### config.mk
export PLATFORM = sky130hd
export DESIGN_NAME = stream_frame_ctrl_flat
export DESIGN_NICKNAME = d
export VERILOG_FILES = /design/src/rtl/stream_ctrl_pkg.sv /design/src/rtl/stream_frame_ctrl_if.sv /design/src/rtl/frame_pos_counter.sv /design/src/rtl/stream_frame_ctrl.sv /design/src/flat_wrapper.sv
export SDC_FILE = /design/constraint.sdc
export NUM_CORES = 1
export LEC_CHECK = 0
export CORE_MARGIN = 3
export CORE_UTILIZATION = 50
export CTS_BUF_LIST = sky130_fd_sc_hd__clkbuf_2
export CTS_CLUSTER_SIZE = 30
export DETAILED_ROUTE_END_ITERATION = 6
export PLACE_DENSITY = 0.73
export SYNTH_ARGS = -nofsm -noshare
export SYNTH_HDL_FRONTEND = slang
export SYNTH_SLANG_ARGS = --single-unit
### constraint.sdc
create_clock -name clk -period 3.7 [get_ports clk]
set_clock_uncertainty 0.15 [all_clocks]
set_input_delay 0.37 -clock clk [delete_from_list [all_inputs] [get_ports clk]]
set_output_delay 0.37 -clock clk [all_outputs]
set_load 0.005 [all_outputs]
### src/rtl/stream_ctrl_pkg.sv
// Shared types for the stream frame sequencer: FSM states, default widths
// and the frame-geometry record.
package stream_ctrl_pkg;

  localparam int DIM_W_DEF  = 16;
  localparam int STAT_W_DEF = 32;

  typedef enum logic [1:0] {
    IDLE = 2'd0,
    RUN  = 2'd1,
    DONE = 2'd2
  } state_t;

  typedef struct packed {
    logic [DIM_W_DEF-1:0] width;
    logic [DIM_W_DEF-1:0] height;
  } geom_t;

endpackage

### src/rtl/stream_frame_ctrl_if.sv
// Ready/valid pixel stream bundle used on both sides of the frame sequencer.
interface stream_frame_ctrl_if #(
  parameter int DATA_W = 8
) ();
  logic [DATA_W-1:0] data;
  logic              valid;
  logic              ready;

  modport master (output data, output valid, input ready);
  modport slave  (input data, input valid, output ready);
endinterface

### src/rtl/frame_pos_counter.sv
// Column/row position tracker for a raster frame; flags the last pixel of a
// line and of the frame against the last-index bounds it is given.
module frame_pos_counter #(
  parameter int DIM_W = 16
) (
  input  logic             clk,
  input  logic             reset,
  input  logic             clr,
  input  logic             en,
  input  logic [DIM_W-1:0] w_last,
  input  logic [DIM_W-1:0] h_last,
  output logic [DIM_W-1:0] col,
  output logic [DIM_W-1:0] row,
  output logic             eol,
  output logic             eof
);

  assign eol = (col == w_last);
  assign eof = eol && (row == h_last);

  always_ff @(posedge clk) begin
    if (reset || clr) begin
      col <= '0;
      row <= '0;
    end else if (en) begin
      if (eol) begin
        col <= '0;
        row <= row + 1'b1;
      end else begin
        col <= col + 1'b1;
      end
    end
  end

endmodule

### src/rtl/stream_frame_ctrl.sv
// Frame sequencer: passes exactly width*height beats from the blur output to
// the sink, tags eol/eof, signals completion and counts backpressure stalls.
module stream_frame_ctrl
  import stream_ctrl_pkg::*;
#(
  parameter int DATA_W = 8,
  parameter int DIM_W  = DIM_W_DEF,
  parameter int STAT_W = STAT_W_DEF
) (
  input  logic              clk,
  input  logic              reset,
  input  logic              start,
  input  logic              abort,
  input  logic [DIM_W-1:0]  cfg_width,
  input  logic [DIM_W-1:0]  cfg_height,
  stream_frame_ctrl_if.slave  s,
  stream_frame_ctrl_if.master m,
  output logic              m_eol,
  output logic              m_eof,
  output logic              busy,
  output logic              done,
  output logic              stop_out,
  output logic              aborted,
  output logic [STAT_W-1:0] stall_cnt
);

  state_t     state;
  geom_t      geom_last;
  logic       run, xfer, start_ok, pos_eol, pos_eof;
  logic [DIM_W-1:0] col, row;

  function automatic logic [STAT_W-1:0] sat_inc(input logic [STAT_W-1:0] v);
    return (&v) ? v : v + 1'b1;
  endfunction

  assign run      = (state == RUN);
  assign start_ok = (state == IDLE) && start;
  assign xfer     = run && s.valid && m.ready;

  // Zero-latency passthrough, gated shut outside RUN
  assign m.data  = s.data;
  assign m.valid = run && s.valid;
  assign s.ready = run && m.ready;
  assign m_eol   = m.valid && pos_eol;
  assign m_eof   = m.valid && pos_eof;

  frame_pos_counter #(.DIM_W(DIM_W)) u_pos (
    .clk    (clk),
    .reset  (reset),
    .clr    (start_ok),
    .en     (xfer && !pos_eof),
    .w_last (geom_last.width),
    .h_last (geom_last.height),
    .col    (col),
    .row    (row),
    .eol    (pos_eol),
    .eof    (pos_eof)
  );

  // Last-index bounds; meaningless for an empty frame, which never enters RUN
  always_ff @(posedge clk) begin
    if (start_ok) begin
      geom_last.width  <= cfg_width - 1'b1;
      geom_last.height <= cfg_height - 1'b1;
    end
  end

  always_ff @(posedge clk) begin
    if (reset) begin
      state     <= IDLE;
      busy      <= 1'b0;
      done      <= 1'b0;
      stop_out  <= 1'b0;
      aborted   <= 1'b0;
      stall_cnt <= '0;
    end else begin
      done <= 1'b0;
      case (state)
        IDLE: begin
          if (start) begin
            stop_out  <= 1'b0;
            aborted   <= 1'b0;
            stall_cnt <= '0;
            if (cfg_width == '0 || cfg_height == '0) begin
              state    <= DONE;
              done     <= 1'b1;
              stop_out <= 1'b1;
            end else begin
              state <= RUN;
              busy  <= 1'b1;
            end
          end
        end
        RUN: begin
          if (s.valid && !m.ready) stall_cnt <= sat_inc(stall_cnt);
          // A final beat wins over a simultaneous abort: the frame is complete
          if ((xfer && pos_eof) || abort) begin
            state    <= DONE;
            busy     <= 1'b0;
            done     <= 1'b1;
            stop_out <= 1'b1;
            aborted  <= !(xfer && pos_eof);
          end
        end
        DONE:    state <= IDLE;
        default: state <= IDLE;
      endcase
    end
  end

endmodule

### src/flat_wrapper.sv
// flat-port wrapper written by rule: the top's interface ports become plain ports
module stream_frame_ctrl_flat import stream_ctrl_pkg::*;
#(
  parameter int DATA_W = 8,
  parameter int DIM_W  = DIM_W_DEF,
  parameter int STAT_W = STAT_W_DEF
)
  (clk, reset, start, abort, cfg_width, cfg_height, m_eol, m_eof, busy, done, stop_out, aborted, stall_cnt, s_data, s_valid, s_ready, m_data, m_valid, m_ready);
  stream_frame_ctrl_if #(.DATA_W(DATA_W)) s_i ();
  stream_frame_ctrl_if #(.DATA_W(DATA_W)) m_i ();
  input  logic clk;
  input  logic reset;
  input  logic start;
  input  logic abort;
  input  logic [DIM_W-1:0] cfg_width;
  input  logic [DIM_W-1:0] cfg_height;
  output logic m_eol;
  output logic m_eof;
  output logic busy;
  output logic done;
  output logic stop_out;
  output logic aborted;
  output logic [STAT_W-1:0] stall_cnt;
  input wire logic [$bits(s_i.data)-1:0] s_data;
  input wire logic [$bits(s_i.valid)-1:0] s_valid;
  output wire logic [$bits(s_i.ready)-1:0] s_ready;
  output wire logic [$bits(m_i.data)-1:0] m_data;
  output wire logic [$bits(m_i.valid)-1:0] m_valid;
  input wire logic [$bits(m_i.ready)-1:0] m_ready;
  assign s_i.data = s_data;
  assign s_i.valid = s_valid;
  assign s_ready = s_i.ready;
  assign m_data = m_i.data;
  assign m_valid = m_i.valid;
  assign m_i.ready = m_ready;
  stream_frame_ctrl #(.DATA_W(DATA_W), .DIM_W(DIM_W), .STAT_W(STAT_W)) u_core (.clk(clk), .reset(reset), .start(start), .abort(abort), .cfg_width(cfg_width), .cfg_height(cfg_height), .s(s_i), .m(m_i), .m_eol(m_eol), .m_eof(m_eof), .busy(busy), .done(done), .stop_out(stop_out), .aborted(aborted), .stall_cnt(stall_cnt));
endmodule
==> results of run 1 <==
routing by layer:
| metal | vias up | GRT usage [%] |
|---|---|---|
| li1 | 2265 | - |
| met1 | 2144 | 25.9 |
| met2 | 135 | 34.2 |
| met3 | 22 | 3.29 |
| met4 | 0 | 9.35 |
| met5 | - | 0 |
cell usage after synthesis, drive strengths merged:
| library cell | instances |
|---|---|
| nor4 | 12 |
| o311ai | 1 |
| inv | 16 |
| nand2b | 6 |
| edfxtp | 32 |
| nor2 | 54 |
| and4b | 2 |
| a22o | 2 |
| nor3 | 16 |
| o21ai | 18 |
| nand2 | 47 |
| nand4 | 18 |
| o41ai | 3 |
| nor2b | 1 |
| a22oi | 1 |
| o2111ai | 2 |
| a2111oi | 2 |
| mux2i | 3 |
| clkbuf | 23 |
| o31ai | 12 |
| or4 | 12 |
| buf | 11 |
| xnor2 | 30 |
| ha | 7 |
| o22ai | 1 |
| and4 | 5 |
| o211ai | 2 |
| a311oi | 1 |
| and3 | 7 |
| or4b | 1 |
| or3 | 22 |
| nor3b | 3 |
| a31o | 4 |
| xor2 | 53 |
| nand3b | 2 |
| and2 | 5 |
| a31oi | 1 |
| a21oi | 42 |
| a32o | 1 |
| or2 | 2 |
| a211oi | 13 |
| nand3 | 25 |
| dfxtp | 70 |
cell type report:
cell class | instances | area [um^2]
Fill cell | 918 | 3980
Multi-Input combinational cell | 439 | 2780
Sequential cell | 102 | 2360
Timing Repair Buffer | 89 | 861
Tap cell | 136 | 170
Clock inverter | 6 | 110
Inverter | 16 | 60.1
Clock buffer | 10 | 50.0
state kept, by name, summed over array words and instances, names as in the netlist:
name,cells
u_core.aborted,1
u_core.busy,1
u_core.done,1
u_core.geom_last,32
u_core.stall_cnt,32
u_core.state,2
u_core.stop_out,1
u_core.u_pos.col,16
u_core.u_pos.row,16
cells by family (layout without fill, tap and decap cells):
group / Yosys count / count (layout) / synth area share [%]
compound gates: 106 / 106 / 12.6
xor+xnor: 83 / 83 / 13.6
fa+ha+maj: 7 / 7 / 1.64
buf+inv: 50 / 121 / 4.23
flops: 102 / 102 / 44.1
mux: 3 / 3 / 0.561
simple gates: 240 / 240 / 23.3
per-stage QoR:
| stage | worst slack [ns] | utilization, % | std cells | power, mW | hold slack, ns |
|---|---|---|---|---|---|
| 6_report | 0.381 | 61.6 | 798 | 2.04 | 0.336 |
| 2_1_floorplan | 1.24 | - | 591 | 1.33 | 0.320 |
| 5_1_grt | 0.0722 | 61.6 | 798 | 2.13 | 0.310 |
| 3_5_place_dp | 0.679 | 60.1 | 782 | 1.42 | 0.360 |
| 3_3_place_gp | 0.763 | 60.1 | 782 | 1.42 | 0.334 |
| 4_1_cts | 0.338 | 61.6 | 798 | 2.07 | 0.290 |
critical path: cells and delay by family (launching register included):
family | cells | cell delay [ns]
xor gates and xnor gates | 1 | 0.13
buffers and inverters | 2 | 0.78
DFF | 1 | 0.65
and+or+nand+nor | 3 | 0.68
cells in the final DEF, fill, tap and decap left out, drive strengths merged, types with 2 or more instances in the layout:
cell	count
clkdlybuf4s50	77
dfxtp	70
nor2	54
xor2	53
nand2	47
a21oi	42
edfxtp	32
xnor2	30
nand3	25
or3	22
o21ai	18
nand4	18
inv	16
nor3	16
a211oi	13
o31ai	12
or4	12
buf	12
nor4	12
clkbuf	10
and3	7
ha	7
nand2b	6
and4	5
and2	5
a31o	4
mux2i	3
nor3b	3
bufinv	3
o41ai	3
and4b	2
o211ai	2
o2111ai	2
or2	2
a2111oi	2
a22o	2
nand3b	2
clkinvlp	2
where the power goes:
group / total, mW / switching [mW] / internal, mW
clock: 0.645 / 0.353 / 0.291
combinational: 0.189 / 0.103 / 0.0858
sequential: 1.21 / 0.0156 / 1.20
worst paths after layout:
check,end,start
worst min register to register,u_core.busy,u_core.busy
worst max-delay path,m_eof,u_core.u_pos.col[6]
worst min-delay path,u_core.geom_last[0],cfg_height[0]
worst max register to register,u_core.u_pos.row[10],u_core.u_pos.col[6]
==> impl_metrics.tcl, run 1 <==
set metrics [dict create \
    viasPerCell 5.72 \
    syn-mean-instance-area_um2 9.06 \
    drt-total-wl_mm 11.7 \
    ant_nets 0 \
    p_leak_nw 2.15 \
    synthTopCellsByArea "dfxtp_1, edfxtp_1, xor2_1" \
    nets 710 \
    cts-htree-levels 3 \
    period_minus_slack_ns 3.32 \
    path_clk_slew_ns 0.26 \
    chipHeight_um 109 \
    reg2regPathDepth 6 \
    power_density_mw_per_mm2 320 \
    holdBufCountCts 0 \
    die_w_um 109 \
    highest_layer "met4" \
    antenna_cells 0 \
    ys_ff_latch 102 \
    firstDrtPassIters 4 \
    fmax_ghz 0.301 \
    drive_gt1_share_pct 5.44 \
    grt_overflow_total 0 \
    slew_viol_final 0 \
    max_slew.worst_pin.slew_ns 0.685 \
    synth.top_cell.area_share_pct 26.2 \
    first_global_vias 4313 \
    max-slew-margin-rel_pct 53.9 \
    critical_path_required_ns 3.18 \
    path_class "reg2out" \
    drv_cap 0 \
    r2r_slack_ns 0.65 \
    wl_met1_mm 5.19 \
    drc_errors 0 \
    slowest_delay_ns 0.65 \
    synth_top_cell_by_area "dfxtp_1" \
    postPlaceCellArea_mm2 0.00623 \
    post-cts-setup-buffer-count 0 \
    hpwl_mm 8.92 \
    die_area_mm2 0.0120 \
    cts_sinks 102 \
    cts_made_buffers 9 \
    rsz0062_at_grt "no" \
    peakVddDrop_mv 0.161 \
    vias 4566 \
    met3_length_um 680 \
    drt_iter0_drc 214 \
    cp_max_fo 12 \
    cts_tree "yes" \
    initial_core_util_pct 51.6 \
    end_kind "primary output" \
    hold_viol 0 \
    cts_resized 0 \
    fin_setup_tns_ns 0 \
    grt_max_degree 35 \
    synth_warnings 0 \
    design_area_mm2 0.00639 \
    crit_slowest_cell "dfxtp_1" \
    portBuffers 77 \
    status "finished clean" \
    wl_per_cell_um 14.6 \
    ys_types 49 \
    antenna_found_initial 0 \
    met2_length_mm 5.52 \
    synthCells 591 \
    clk_latency_ns 0.57 \
    hold_depth 2 \
    critical_path.cell_chain "xor2_1 > nor4_1 > nand4_1 > buf_4 > nor3_1 > clkdlybuf4s50_1" \
    synth_nets 644 \
    worstSetupStartpointType "register" \
    setup_viol 0 \
    grt_usage_pct 20.4 \
    yosysSeqAreaShare_pct 44.1 \
    gp_congestion 0.855 \
    cp.arrival_ns 2.80 \
    synth_area_mm2 0.00535 \
    clockBufferDepth 2 \
    cts_root_buf "clkbuf_2" \
    final.period_utilization_pct 89.7 \
    synthToLayoutAreaGrowth_pct 19.4 \
    grt_first_pass_wirelength_mm 19.6 \
    top_level_ports 94 \
    row_count 37 \
    hold_class "in2reg" \
    core_area_mm2 0.0104 \
]
No activity file was read; power rests on OpenSTA's default activity.
==> run 2: changes to the inputs <==
CTS_CLUSTER_SIZE = 28   (was 30)
==> results of run 2 <==
No change in the layout: final DEF, timing and power equal those of run 1.
==> run 3: changes to the inputs <==
CTS_CLUSTER_SIZE = default   (was 28)
==> results of run 3 <==
No change in the layout: final DEF, timing and power equal those of run 1.
